<file path="src/rtl/spi_pkg.sv">
// Shared definitions for the synchronous SPI slave: control-register bit positions,
// the clock-mode pair and the FSM state encoding.
package spi_pkg;

    localparam int SPCON_SPEN = 0;
    localparam int SPCON_CPHA = 1;
    localparam int SPCON_CPOL = 2;

    typedef struct packed {
        logic cpol;
        logic cpha;
    } spi_mode_t;

    typedef enum logic {
        ST_IDLE  = 1'b0,
        ST_SHIFT = 1'b1
    } spi_state_t;

    // Modes 1 and 2 sample on the falling sck edge, modes 0 and 3 on the rising edge.
    function automatic logic sample_on_fall(input spi_mode_t m);
        return m.cpol ^ m.cpha;
    endfunction

endpackage

</file>
<file path="src/rtl/spi_sync.sv">
// Multi-stage synchronizer for one asynchronous SPI pin, with rise/fall pulses
// derived from the synchronized level.
module spi_sync #(
    parameter int   STAGES    = 2,
    parameter logic RESET_VAL = 1'b0
) (
    input  logic clk,
    input  logic rst,
    input  logic d_i,
    output logic q_o,
    output logic rise_o,
    output logic fall_o
);

    logic [STAGES-1:0] sync_q;
    logic              prev_q;

    always_ff @(posedge clk or posedge rst) begin
        if (rst) begin
            sync_q <= {STAGES{RESET_VAL}};
            prev_q <= RESET_VAL;
        end else begin
            sync_q <= {sync_q[STAGES-2:0], d_i};
            prev_q <= sync_q[STAGES-1];
        end
    end

    assign q_o    = sync_q[STAGES-1];
    assign rise_o = sync_q[STAGES-1] & ~prev_q;
    assign fall_o = ~sync_q[STAGES-1] & prev_q;

endmodule

</file>
<file path="src/rtl/spi_slave_sync.sv">
// SPI slave sampled entirely in the clk domain: pins are synchronized, sck edges
// become one-cycle events, and a two-state FSM moves bytes through the shift registers.
//
// state    | meaning
// ST_IDLE  | deselected or disabled; miso_oe low, waits for ssn falling with spen set
// ST_SHIFT | selected; rx/tx shift registers advance on sample/shift edges
module spi_slave_sync
    import spi_pkg::*;
#(
    parameter int SYNC_STAGES = 2
) (
    input  logic       clk,
    input  logic       rst,
    input  logic [7:0] spcon_s,
    input  logic [7:0] tx_data,
    input  logic       tx_valid,
    output logic       tx_ready,
    output logic [7:0] rx_data,
    output logic       rx_valid,
    output logic       underrun,
    output logic       busy,
    input  logic       sck,
    input  logic       mosi,
    input  logic       ssn,
    output logic       miso,
    output logic       miso_oe
);

    logic sck_rise, sck_fall;
    logic mosi_s;
    logic ssn_rise, ssn_fall;
    logic unused_sck_lvl, unused_ssn_lvl, unused_mosi_rise, unused_mosi_fall;
    logic unused_spcon;

    spi_sync #(.STAGES(SYNC_STAGES), .RESET_VAL(1'b0)) u_sync_sck (
        .clk    (clk),
        .rst    (rst),
        .d_i    (sck),
        .q_o    (unused_sck_lvl),
        .rise_o (sck_rise),
        .fall_o (sck_fall)
    );

    spi_sync #(.STAGES(SYNC_STAGES), .RESET_VAL(1'b0)) u_sync_mosi (
        .clk    (clk),
        .rst    (rst),
        .d_i    (mosi),
        .q_o    (mosi_s),
        .rise_o (unused_mosi_rise),
        .fall_o (unused_mosi_fall)
    );

    spi_sync #(.STAGES(SYNC_STAGES), .RESET_VAL(1'b1)) u_sync_ssn (
        .clk    (clk),
        .rst    (rst),
        .d_i    (ssn),
        .q_o    (unused_ssn_lvl),
        .rise_o (ssn_rise),
        .fall_o (ssn_fall)
    );

    assign unused_spcon = ^spcon_s[7:3];

    spi_mode_t mode;
    logic      spen;
    logic      sample_evt, shift_evt;

    assign spen      = spcon_s[SPCON_SPEN];
    assign mode.cpol = spcon_s[SPCON_CPOL];
    assign mode.cpha = spcon_s[SPCON_CPHA];

    assign sample_evt = sample_on_fall(mode) ? sck_fall : sck_rise;
    assign shift_evt  = sample_on_fall(mode) ? sck_rise : sck_fall;

    spi_state_t state_q, state_d;
    logic [2:0] bit_cnt_q, bit_cnt_d;
    logic [7:0] rx_shift_q, rx_shift_d;
    logic [7:0] tx_shift_q, tx_shift_d;
    logic       skip_q, skip_d;
    logic       urun_pend_q, urun_pend_d;
    logic       done_q, done_d;
    logic [7:0] hold_q, hold_d;
    logic       hold_full_q, hold_full_d;
    logic [7:0] rx_data_q, rx_data_d;
    logic       rx_valid_q, rx_valid_d;
    logic       underrun_q, underrun_d;
    logic       load_tx;

    always_ff @(posedge clk or posedge rst) begin
        if (rst) begin
            state_q     <= ST_IDLE;
            bit_cnt_q   <= 3'd0;
            rx_shift_q  <= 8'h00;
            tx_shift_q  <= 8'h00;
            skip_q      <= 1'b0;
            urun_pend_q <= 1'b0;
            done_q      <= 1'b0;
            hold_q      <= 8'h00;
            hold_full_q <= 1'b0;
            rx_data_q   <= 8'h00;
            rx_valid_q  <= 1'b0;
            underrun_q  <= 1'b0;
        end else begin
            state_q     <= state_d;
            bit_cnt_q   <= bit_cnt_d;
            rx_shift_q  <= rx_shift_d;
            tx_shift_q  <= tx_shift_d;
            skip_q      <= skip_d;
            urun_pend_q <= urun_pend_d;
            done_q      <= done_d;
            hold_q      <= hold_d;
            hold_full_q <= hold_full_d;
            rx_data_q   <= rx_data_d;
            rx_valid_q  <= rx_valid_d;
            underrun_q  <= underrun_d;
        end
    end

    always_comb begin
        state_d     = state_q;
        bit_cnt_d   = bit_cnt_q;
        rx_shift_d  = rx_shift_q;
        tx_shift_d  = tx_shift_q;
        skip_d      = skip_q;
        urun_pend_d = urun_pend_q;
        done_d      = 1'b0;
        underrun_d  = 1'b0;
        hold_d      = hold_q;
        hold_full_d = hold_full_q;
        load_tx     = 1'b0;

        case (state_q)
            ST_IDLE: begin
                if (spen && ssn_fall) begin
                    state_d   = ST_SHIFT;
                    bit_cnt_d = 3'd0;
                    load_tx   = 1'b1;
                    skip_d    = mode.cpha;
                end
            end
            ST_SHIFT: begin
                if (!spen || ssn_rise) begin
                    state_d     = ST_IDLE;
                    bit_cnt_d   = 3'd0;
                    skip_d      = 1'b0;
                    urun_pend_d = 1'b0;
                end else if (sample_evt) begin
                    rx_shift_d = {rx_shift_q[6:0], mosi_s};
                    bit_cnt_d  = bit_cnt_q + 3'd1;
                    // Underrun is reported once the byte really starts, so a reload
                    // at the end of the last byte of a transfer stays silent.
                    if (urun_pend_q) begin
                        underrun_d  = 1'b1;
                        urun_pend_d = 1'b0;
                    end
                    if (bit_cnt_q == 3'd7) begin
                        done_d  = 1'b1;
                        load_tx = 1'b1;
                        skip_d  = 1'b1;
                    end
                end else if (shift_evt) begin
                    if (skip_q) begin
                        skip_d = 1'b0;
                    end else begin
                        tx_shift_d = {tx_shift_q[6:0], 1'b0};
                    end
                end
            end
            default: state_d = ST_IDLE;
        endcase

        if (load_tx) begin
            tx_shift_d  = hold_full_q ? hold_q : 8'hFF;
            urun_pend_d = ~hold_full_q;
            hold_full_d = 1'b0;
        end

        if (tx_valid && !hold_full_q) begin
            hold_d      = tx_data;
            hold_full_d = 1'b1;
        end

        rx_valid_d = done_q;
        rx_data_d  = done_q ? rx_shift_q : rx_data_q;
    end

    assign tx_ready = ~hold_full_q;
    assign rx_data  = rx_data_q;
    assign rx_valid = rx_valid_q;
    assign underrun = underrun_q;
    assign busy     = (state_q == ST_SHIFT);
    assign miso_oe  = (state_q == ST_SHIFT);
    assign miso     = tx_shift_q[7];

endmodule

</file>
<file path="config.mk">
export PLATFORM = sky130hd
export DESIGN_NAME = spi_slave_sync
export DESIGN_NICKNAME = d
export VERILOG_FILES = /design/src/rtl/spi_pkg.sv /design/src/rtl/spi_sync.sv /design/src/rtl/spi_slave_sync.sv
export SDC_FILE = /design/constraint.sdc
export NUM_CORES = 1
export LEC_CHECK = 0
export CAP_MARGIN = 20
export CORE_MARGIN = 2
export CORE_UTILIZATION = 29
export DETAILED_ROUTE_END_ITERATION = 7
export SLEW_MARGIN = 20
export SYNTH_ARGS = -nofsm -noshare
export SYNTH_HDL_FRONTEND = slang
export SYNTH_SLANG_ARGS = --single-unit
</file>
<file path="constraint.sdc">
create_clock -name clk -period 2.35 [get_ports clk]
set_input_delay 0.705 -clock clk [delete_from_list [all_inputs] [get_ports clk]]
set_output_delay 0.705 -clock clk [all_outputs]
set_load 0.01 [all_outputs]
</file>
==> flow_summary_export.csv, run 1 <==
group,metric,value,unit
global_routing,grt_util_all_layers,10.04,%
detailed_routing,routed_via_density,4.228,
worst_setup_path,crit_buf_inv,2,
power,totalPowerFinal,0.002078,W
sta,worst_pin_slew,386.0,ps
sta,skew,7.089,ps
worst_setup_path,worst-r2r-setup-slack,660,ps
global_routing,antenna_found_initial,0,
worst_setup_path,crit_fanout,10,
detailed_routing,via_count,1205,
synthesis,yosys.cell_types.count,31,
clocking,cts_sinks,50,
clocking,htree_levels,2,
worst_setup_path,slowest_stage,"clkdlybuf4s50_1",
clocking,postCtsSetupRepairBufs,0,
synthesis,synth_commonest_cells,"dfrtp_1, mux2_2, mux2i_1",
final_layout,multiInputGateArea,744.5,um^2
worst_setup_path,ff2ff_path_depth,6,
min_path,hold_class,"reg -> reg",
synthesis,syn_area_per_cell,13.94,um^2
sta,drv_slew,0,
global_routing,grt_overflow_total,0,
floorplan,die_y,88.07,um
worst_setup_path,end_kind,"flip-flop",
detailed_routing,drt_iter0_markers,34,
global_routing,grt_pass1_vias,1256,
power,irDropWorstVdd,355.5,uV
clocking,cts_max_path_buffers,2,
final_layout,drive_above_1_share,25.93,%
synthesis,synthesis.nets,171,
worst_setup_path,start_kind,"input port",
sta,clock.fmax,456.9,MHz
sta,worst_slack,161.4,ps
run,cap_viol_max_count,0,
sta,hold_viol_final,0,
floorplan,rows,30,
floorplan,die-area,7755,um^2
synthesis,ys_warn_count,0,
synthesis,synth_ff_type,"dfrtp_1",
sta,fin_crit_sh,93.13,%
final_layout,seqCellArea,1255,um^2
detailed_routing,dr.pass1.iters,3,
synthesis,yosysSeqAreaShare,61.23,%
synthesis,synth_edf_count,0,
synthesis,synth.largest_area_cell,"dfrtp_1",
placed_design,io_buffers,30,
power,powerDensity,785.2,nW/um^2
worst_setup_path,crit_required,2530,ps
detailed_routing,ant_nets,0,
synthesis,netlist_instances,147,
detailed_routing,wl_per_cell,11.69,um
worst_setup_path,criticalPathCategory,"in -> reg",
synthesis,synthArstFlopShare,100.0,%
final_layout,diodes,0,
floorplan,initial_core_util,30.00,%
sta,slew-limit-headroom,74.15,%
worst_setup_path,cp_slowest_stage_delay,530,ps
status,status,"finished clean",
global_routing,grt_pass1_wl,5.954,mm
worst_setup_path,rr_endpoint,"tx_shift_q[5]$_DFFE_PP0P_",
floorplan,num_io_pins,36,
min_path,min_from,"u_sync_mosi.sync_q[0]$_DFF_PP0_",
synthesis,synth-seq-cells,50,
synthesis,syn-cell-area,2049,um^2
detailed_routing,drc,0,
global_routing,grt_max_degree,51,
placed_design,gp_congestion,0.7802,
clocking,hold_buffers,0,
clocking,cts_resized,0,
floorplan,die_w,88.07,um
clocking,insertion_delay,300,ps
final_layout,nFillCells,668,
worst_setup_path,r2r-start,"u_sync_ssn.sync_q[1]$_DFF_PP1_",
placed_design,dpl.hpwl,2.293,mm
clocking,cts_tree,"built",
final_layout,fin_nets,212,
placed_design,pre_cts_ws,-149.7,ps
worst_setup_path,worst_path_dominant_cell_family,"buffers and inverters",
worst_setup_path,critical_path.cell_chain,"clkdlybuf4s50_1, xor2_2, mux2i_1, nand3b_1, buf_12, mux2_2",
detailed_routing,routed_wl,3.332,mm
sta,fin_crit,2189,ps
sta,setup_violations,0,
min_path,whs_endpoint,"u_sync_mosi.sync_q[1]$_DFF_PP0_",
power,leakage,1.224,nW
min_path,whs_path_depth,0,
floorplan,core,6832,um^2
worst_setup_path,crit_arrival,2370,ps
clocking,path_clk_slew,80,ps
synthesis,ys_top_cells_by_area,"dfrtp_1, mux2_2, mux2i_1, dfstp_2, nor2_1",
clocking,cts-root-buf,"clkbuf_8",
sta,rsz0062_at_grt,"no",
synthesis,yosys.area.top_type_share,57.39,%
clocking,cts-buffers-inserted,5,
synthesis,synth_most_common_cell,"dfrtp_1",
final_layout,synthToLayoutAreaGrowth,29.12,%
## where the power goes
group	total (W)	internal [W]	switching (W)
combinational	0.000431	0.000253	0.000178
sequential	0.00114	0.00104	0.0000997
clock	0.000511	0.000237	0.000274
total	0.00208	0.00153	0.000552
## area by class of cell
| type | instances | area share [%] |
|---|---|---|
| Clock inverter | 2 | 0.4728 |
| Timing Repair Buffer | 40 | 15.60 |
| Tap cell | 96 | 4.539 |
| Clock buffer | 6 | 3.121 |
| Sequential cell | 50 | 47.42 |
| Inverter | 5 | 0.7092 |
| Multi-Input combinational cell | 86 | 28.13 |
## through the flow
step	util [%]	hold slack [ps]	area, um^2	TNS [ps]	std cells
after CTS	38.74	358.2	2646	0	285
after global routing	38.74	359.6	2646	0	285
after detailed placement	37.34	337.1	2551	-2378	277
final	38.74	354.3	2646	0	285
after global placement	37.34	335.8	2551	-2441	277
after floorplan	-	331.2	2049	0	147
## placed cells by master (no fill, tap or decap), types with 3 or more instances in the layout
| master | instances |
|---|---|
| dfrtp_1 | 47 |
| clkdlybuf4s50_1 | 30 |
| mux2_2 | 25 |
| mux2i_1 | 18 |
| nor2_1 | 13 |
| buf_4 | 7 |
| clkbuf_8 | 6 |
| and2_1 | 3 |
| inv_1 | 3 |
| buf_12 | 3 |
| dfstp_2 | 3 |
## worst max path at each step
stage | start | end | slack (ps) | depth (start not counted)
global route | spcon_s[1] | tx_shift_q[0]$_DFFE_PP0P_ | 50 | 7
floorplan | spcon_s[1] | rx_shift_q[0]$_DFFE_PP0P_ | 340 | 5
global placement | spcon_s[1] | rx_shift_q[0]$_DFFE_PP0P_ | -160 | 6
finish | spcon_s[1] | rx_shift_q[1]$_DFFE_PP0P_ | 160 | 6
detailed placement | spcon_s[1] | rx_shift_q[1]$_DFFE_PP0P_ | -150 | 6
CTS | spcon_s[1] | tx_shift_q[0]$_DFFE_PP0P_ | 160 | 7
## sequential cells by signal, indices dropped and copies added, names as in the netlist, 2 cells and up
| signal | cells |
|---|---|
| hold_q | 8 |
| rx_data | 8 |
| rx_shift_q | 8 |
| u_sync_mosi.sync_q | 2 |
| tx_shift_q | 8 |
| u_sync_ssn.sync_q | 2 |
| u_sync_sck.sync_q | 2 |
| bit_cnt_q | 3 |
## layer usage
layer | vias to the layer above | wire [um] | part of all wire (%) | track usage [%]
li1 | 590 | - | - | -
met4 | 0 | 50 | 1.5 | 3.719
met3 | 5 | 151 | 4.5 | 3.393
met1 | 589 | 1608 | 48 | 13.29
met5 | - | 0 | 0 | 0
met2 | 21 | 1522 | 46 | 15.36
## logic make-up after synthesis
family	Yosys count	share of synthesized area, %
flops	50	61.23
mux	43	22.53
compound gates	10	3.480
buf+inv	11	2.441
fa+ha+maj	2	1.221
simple gates	30	8.303
xor+xnor	1	0.7939
Note: power is estimated with default switching activity, not from simulation.
==> inputs of run 2 (changes only) <==
Settings changed: GPL_TIMING_DRIVEN set to 0.
==> run 2 against run 1 <==
Combinational power fell by 3%. Cell area shrank 1.4%. Cell count fell by 0.35%. Sequential share of layout area increased by 0.66 points. Worst hold slack worse by 0.74 ps. Register-to-register slack worse by 110 ps. Clock skew decreased by 4.2 ps. Critical endpoint unchanged.
==> flow_summary_export.csv, run 2 (synthesis gave the netlist of run 1 again) <==
group,metric,value,unit
floorplan,die_y,88.07,um
status,status,"finished clean",
placed_design,place_area,2490,um^2
global_routing,antenna_found_initial,0,
worst_setup_path,worst-r2r-setup-slack,550,ps
detailed_routing,via_count,1211,
worst_setup_path,cp_slowest_stage_delay,530,ps
worst_setup_path,worst_path_dominant_cell_family,"buffers and inverters",
sta,hold_viol_final,0,
worst_setup_path,slowest_stage,"clkdlybuf4s50_1",
power,powerDensity,792.1,nW/um^2
detailed_routing,ant_nets,0,
placed_design,dpl.hpwl,2.353,mm
worst_setup_path,setup.worst_path.end,"rx_shift_q[1]$_DFFE_PP0P_",
run,cap_viol_max_count,0,
worst_setup_path,crit_fanout,10,
final_layout,layout_commonest_cell,"dfrtp_1",
detailed_routing,routed_wl,3.329,mm
worst_setup_path,critical_path.cell_chain,"clkdlybuf4s50_1, xor2_2, mux2i_2, nand3b_1, clkbuf_4, mux2_2",
worst_setup_path,start_kind,"input port",
sta,drv_slew,0,
power,leakage,1.194,nW
floorplan,die_w,88.07,um
placed_design,io_buffers,30,
floorplan,initial_core_util,30.00,%
clocking,cts_sinks,50,
detailed_routing,routed_via_density,4.264,
power,totalPowerFinal,0.002067,W
sta,fin_crit,2299,ps
power,irDropWorstVdd,552.1,uV
final_layout,design_area,2610,um^2
floorplan,rows,30,
final_layout,final_cell_mix,"dfrtp_1, clkdlybuf4s50_1, mux2_2, mux2i_1, nor2_1",
clocking,cts-root-buf,"clkbuf_8",
sta,skew,2.875,ps
sta,slew-limit-headroom,67.30,%
final_layout,diodes,0,
floorplan,die-area,7755,um^2
clocking,cts_tree,"built",
placed_design,gp_congestion,0.7383,
detailed_routing,drt_iter0_markers,42,
global_routing,grt_pass1_wl,5.768,mm
worst_setup_path,crit_arrival,2480,ps
worst_setup_path,crit_buf_inv,2,
global_routing,grt_pass1_vias,1191,
sta,fin_hold_ws,353.6,ps
worst_setup_path,crit_required,2530,ps
sta,worst_pin_slew,489.0,ps
placed_design,pre_cts_ws,-392.1,ps
worst_setup_path,end_kind,"flip-flop",
global_routing,grt_max_degree,32,
worst_setup_path,r2r-start,"u_sync_ssn.prev_q$_DFF_PP1_",
global_routing,grt_util_all_layers,9.702,%
global_routing,grt_overflow_total,0,
clocking,insertion_delay,290,ps
clocking,htree_levels,2,
sta,worst_slack,51.15,ps
worst_setup_path,criticalPathCategory,"in -> reg",
worst_setup_path,ff2ff_path_depth,5,
clocking,cts-buffers-inserted,5,
min_path,hold_class,"reg -> reg",
worst_setup_path,cp.depth,6,
final_layout,post-route-util,38.21,%
worst_setup_path,rr_endpoint,"tx_shift_q[3]$_DFFE_PP0P_",
floorplan,num_io_pins,36,
final_layout,drive_above_1_share,25.00,%
worst_setup_path,cp-startpoint,"spcon_s[1]",
final_layout,synthToLayoutAreaGrowth,27.35,%
sta,setup_violations,0,
detailed_routing,wl_per_cell,11.72,um
sta,clock.fmax,435.0,MHz
clocking,path_clk_slew,80,ps
detailed_routing,drc,0,
detailed_routing,dr.pass1.iters,2,
clocking,cts_max_path_buffers,2,
sta,fin_crit_sh,97.82,%
floorplan,core,6832,um^2
final_layout,fin_nets,211,
==> run 2: final cells by class <==
cell class	instances	area, um^2
buffer	6	33.78
clock buffer	6	82.58
clock inverter	2	12.51
fill	695	4222
inverter	5	22.52
multi-input combinational	86	748.2
sequential	50	1255
tap	96	120.1
timing repair buffer	33	335.3
==> run 2: routing by layer <==
| metal | global-route usage, % | part of all wire [%] | wire length [um] | vias to the layer above |
|---|---|---|---|---|
| met5 | 0 | 0 | 0 | - |
| met4 | 3.719 | 1.7 | 56 | 0 |
| met3 | 2.828 | 4.1 | 135 | 7 |
| met2 | 15.08 | 47 | 1567 | 23 |
| met1 | 12.87 | 47 | 1570 | 590 |
| li1 | - | - | - | 591 |
==> run 2: worst min path at each step <==
stage	slack, ps	to	cells past startpoint	start
global placement	340	u_sync_mosi.sync_q[1]$_DFF_PP0_	0	u_sync_mosi.sync_q[0]$_DFF_PP0_
finish	350	u_sync_mosi.sync_q[1]$_DFF_PP0_	0	u_sync_mosi.sync_q[0]$_DFF_PP0_
global route	360	u_sync_mosi.sync_q[1]$_DFF_PP0_	0	u_sync_mosi.sync_q[0]$_DFF_PP0_
floorplan	330	u_sync_mosi.sync_q[1]$_DFF_PP0_	0	u_sync_mosi.sync_q[0]$_DFF_PP0_
detailed placement	340	u_sync_mosi.sync_q[1]$_DFF_PP0_	0	u_sync_mosi.sync_q[0]$_DFF_PP0_
CTS	360	u_sync_mosi.sync_q[1]$_DFF_PP0_	0	u_sync_mosi.sync_q[0]$_DFF_PP0_
==> run 2: worst reg2reg max path, delay by kind of cell (launching register included) <==
kind               cells  cell delay (ps)
DFF                    1              550
and+or+nand+nor        2              620
muxes                  2              360
AOI/OAI and AO/OA      1              160
==> run 2: what timing repair did <==
action	CTS	global route
buffers inserted	1	1
hold endpoints to repair	0	0
resized for setup	1	2
pin swaps	0	0
hold buffers	0	0
gates cloned	0	0
endpoints found under the setup margin	8	9
==> run 2: where the power goes <==
group	leakage, nW	internal, W	switching (W)
Sequential	0.626	0.00104	0.000101
Clock	0.0472	0.000237	0.000273
Combinational	0.520	0.000239	0.000181
Total	1.19	0.00151	0.000555
==> run 2: stage by stage <==
stage                     TNS, ps  instances
after floorplan                 0        147
after global routing       -8.231        284
after CTS                       0        283
after global placement     -32300        273
after detailed placement    -5865        274
final                           0        284
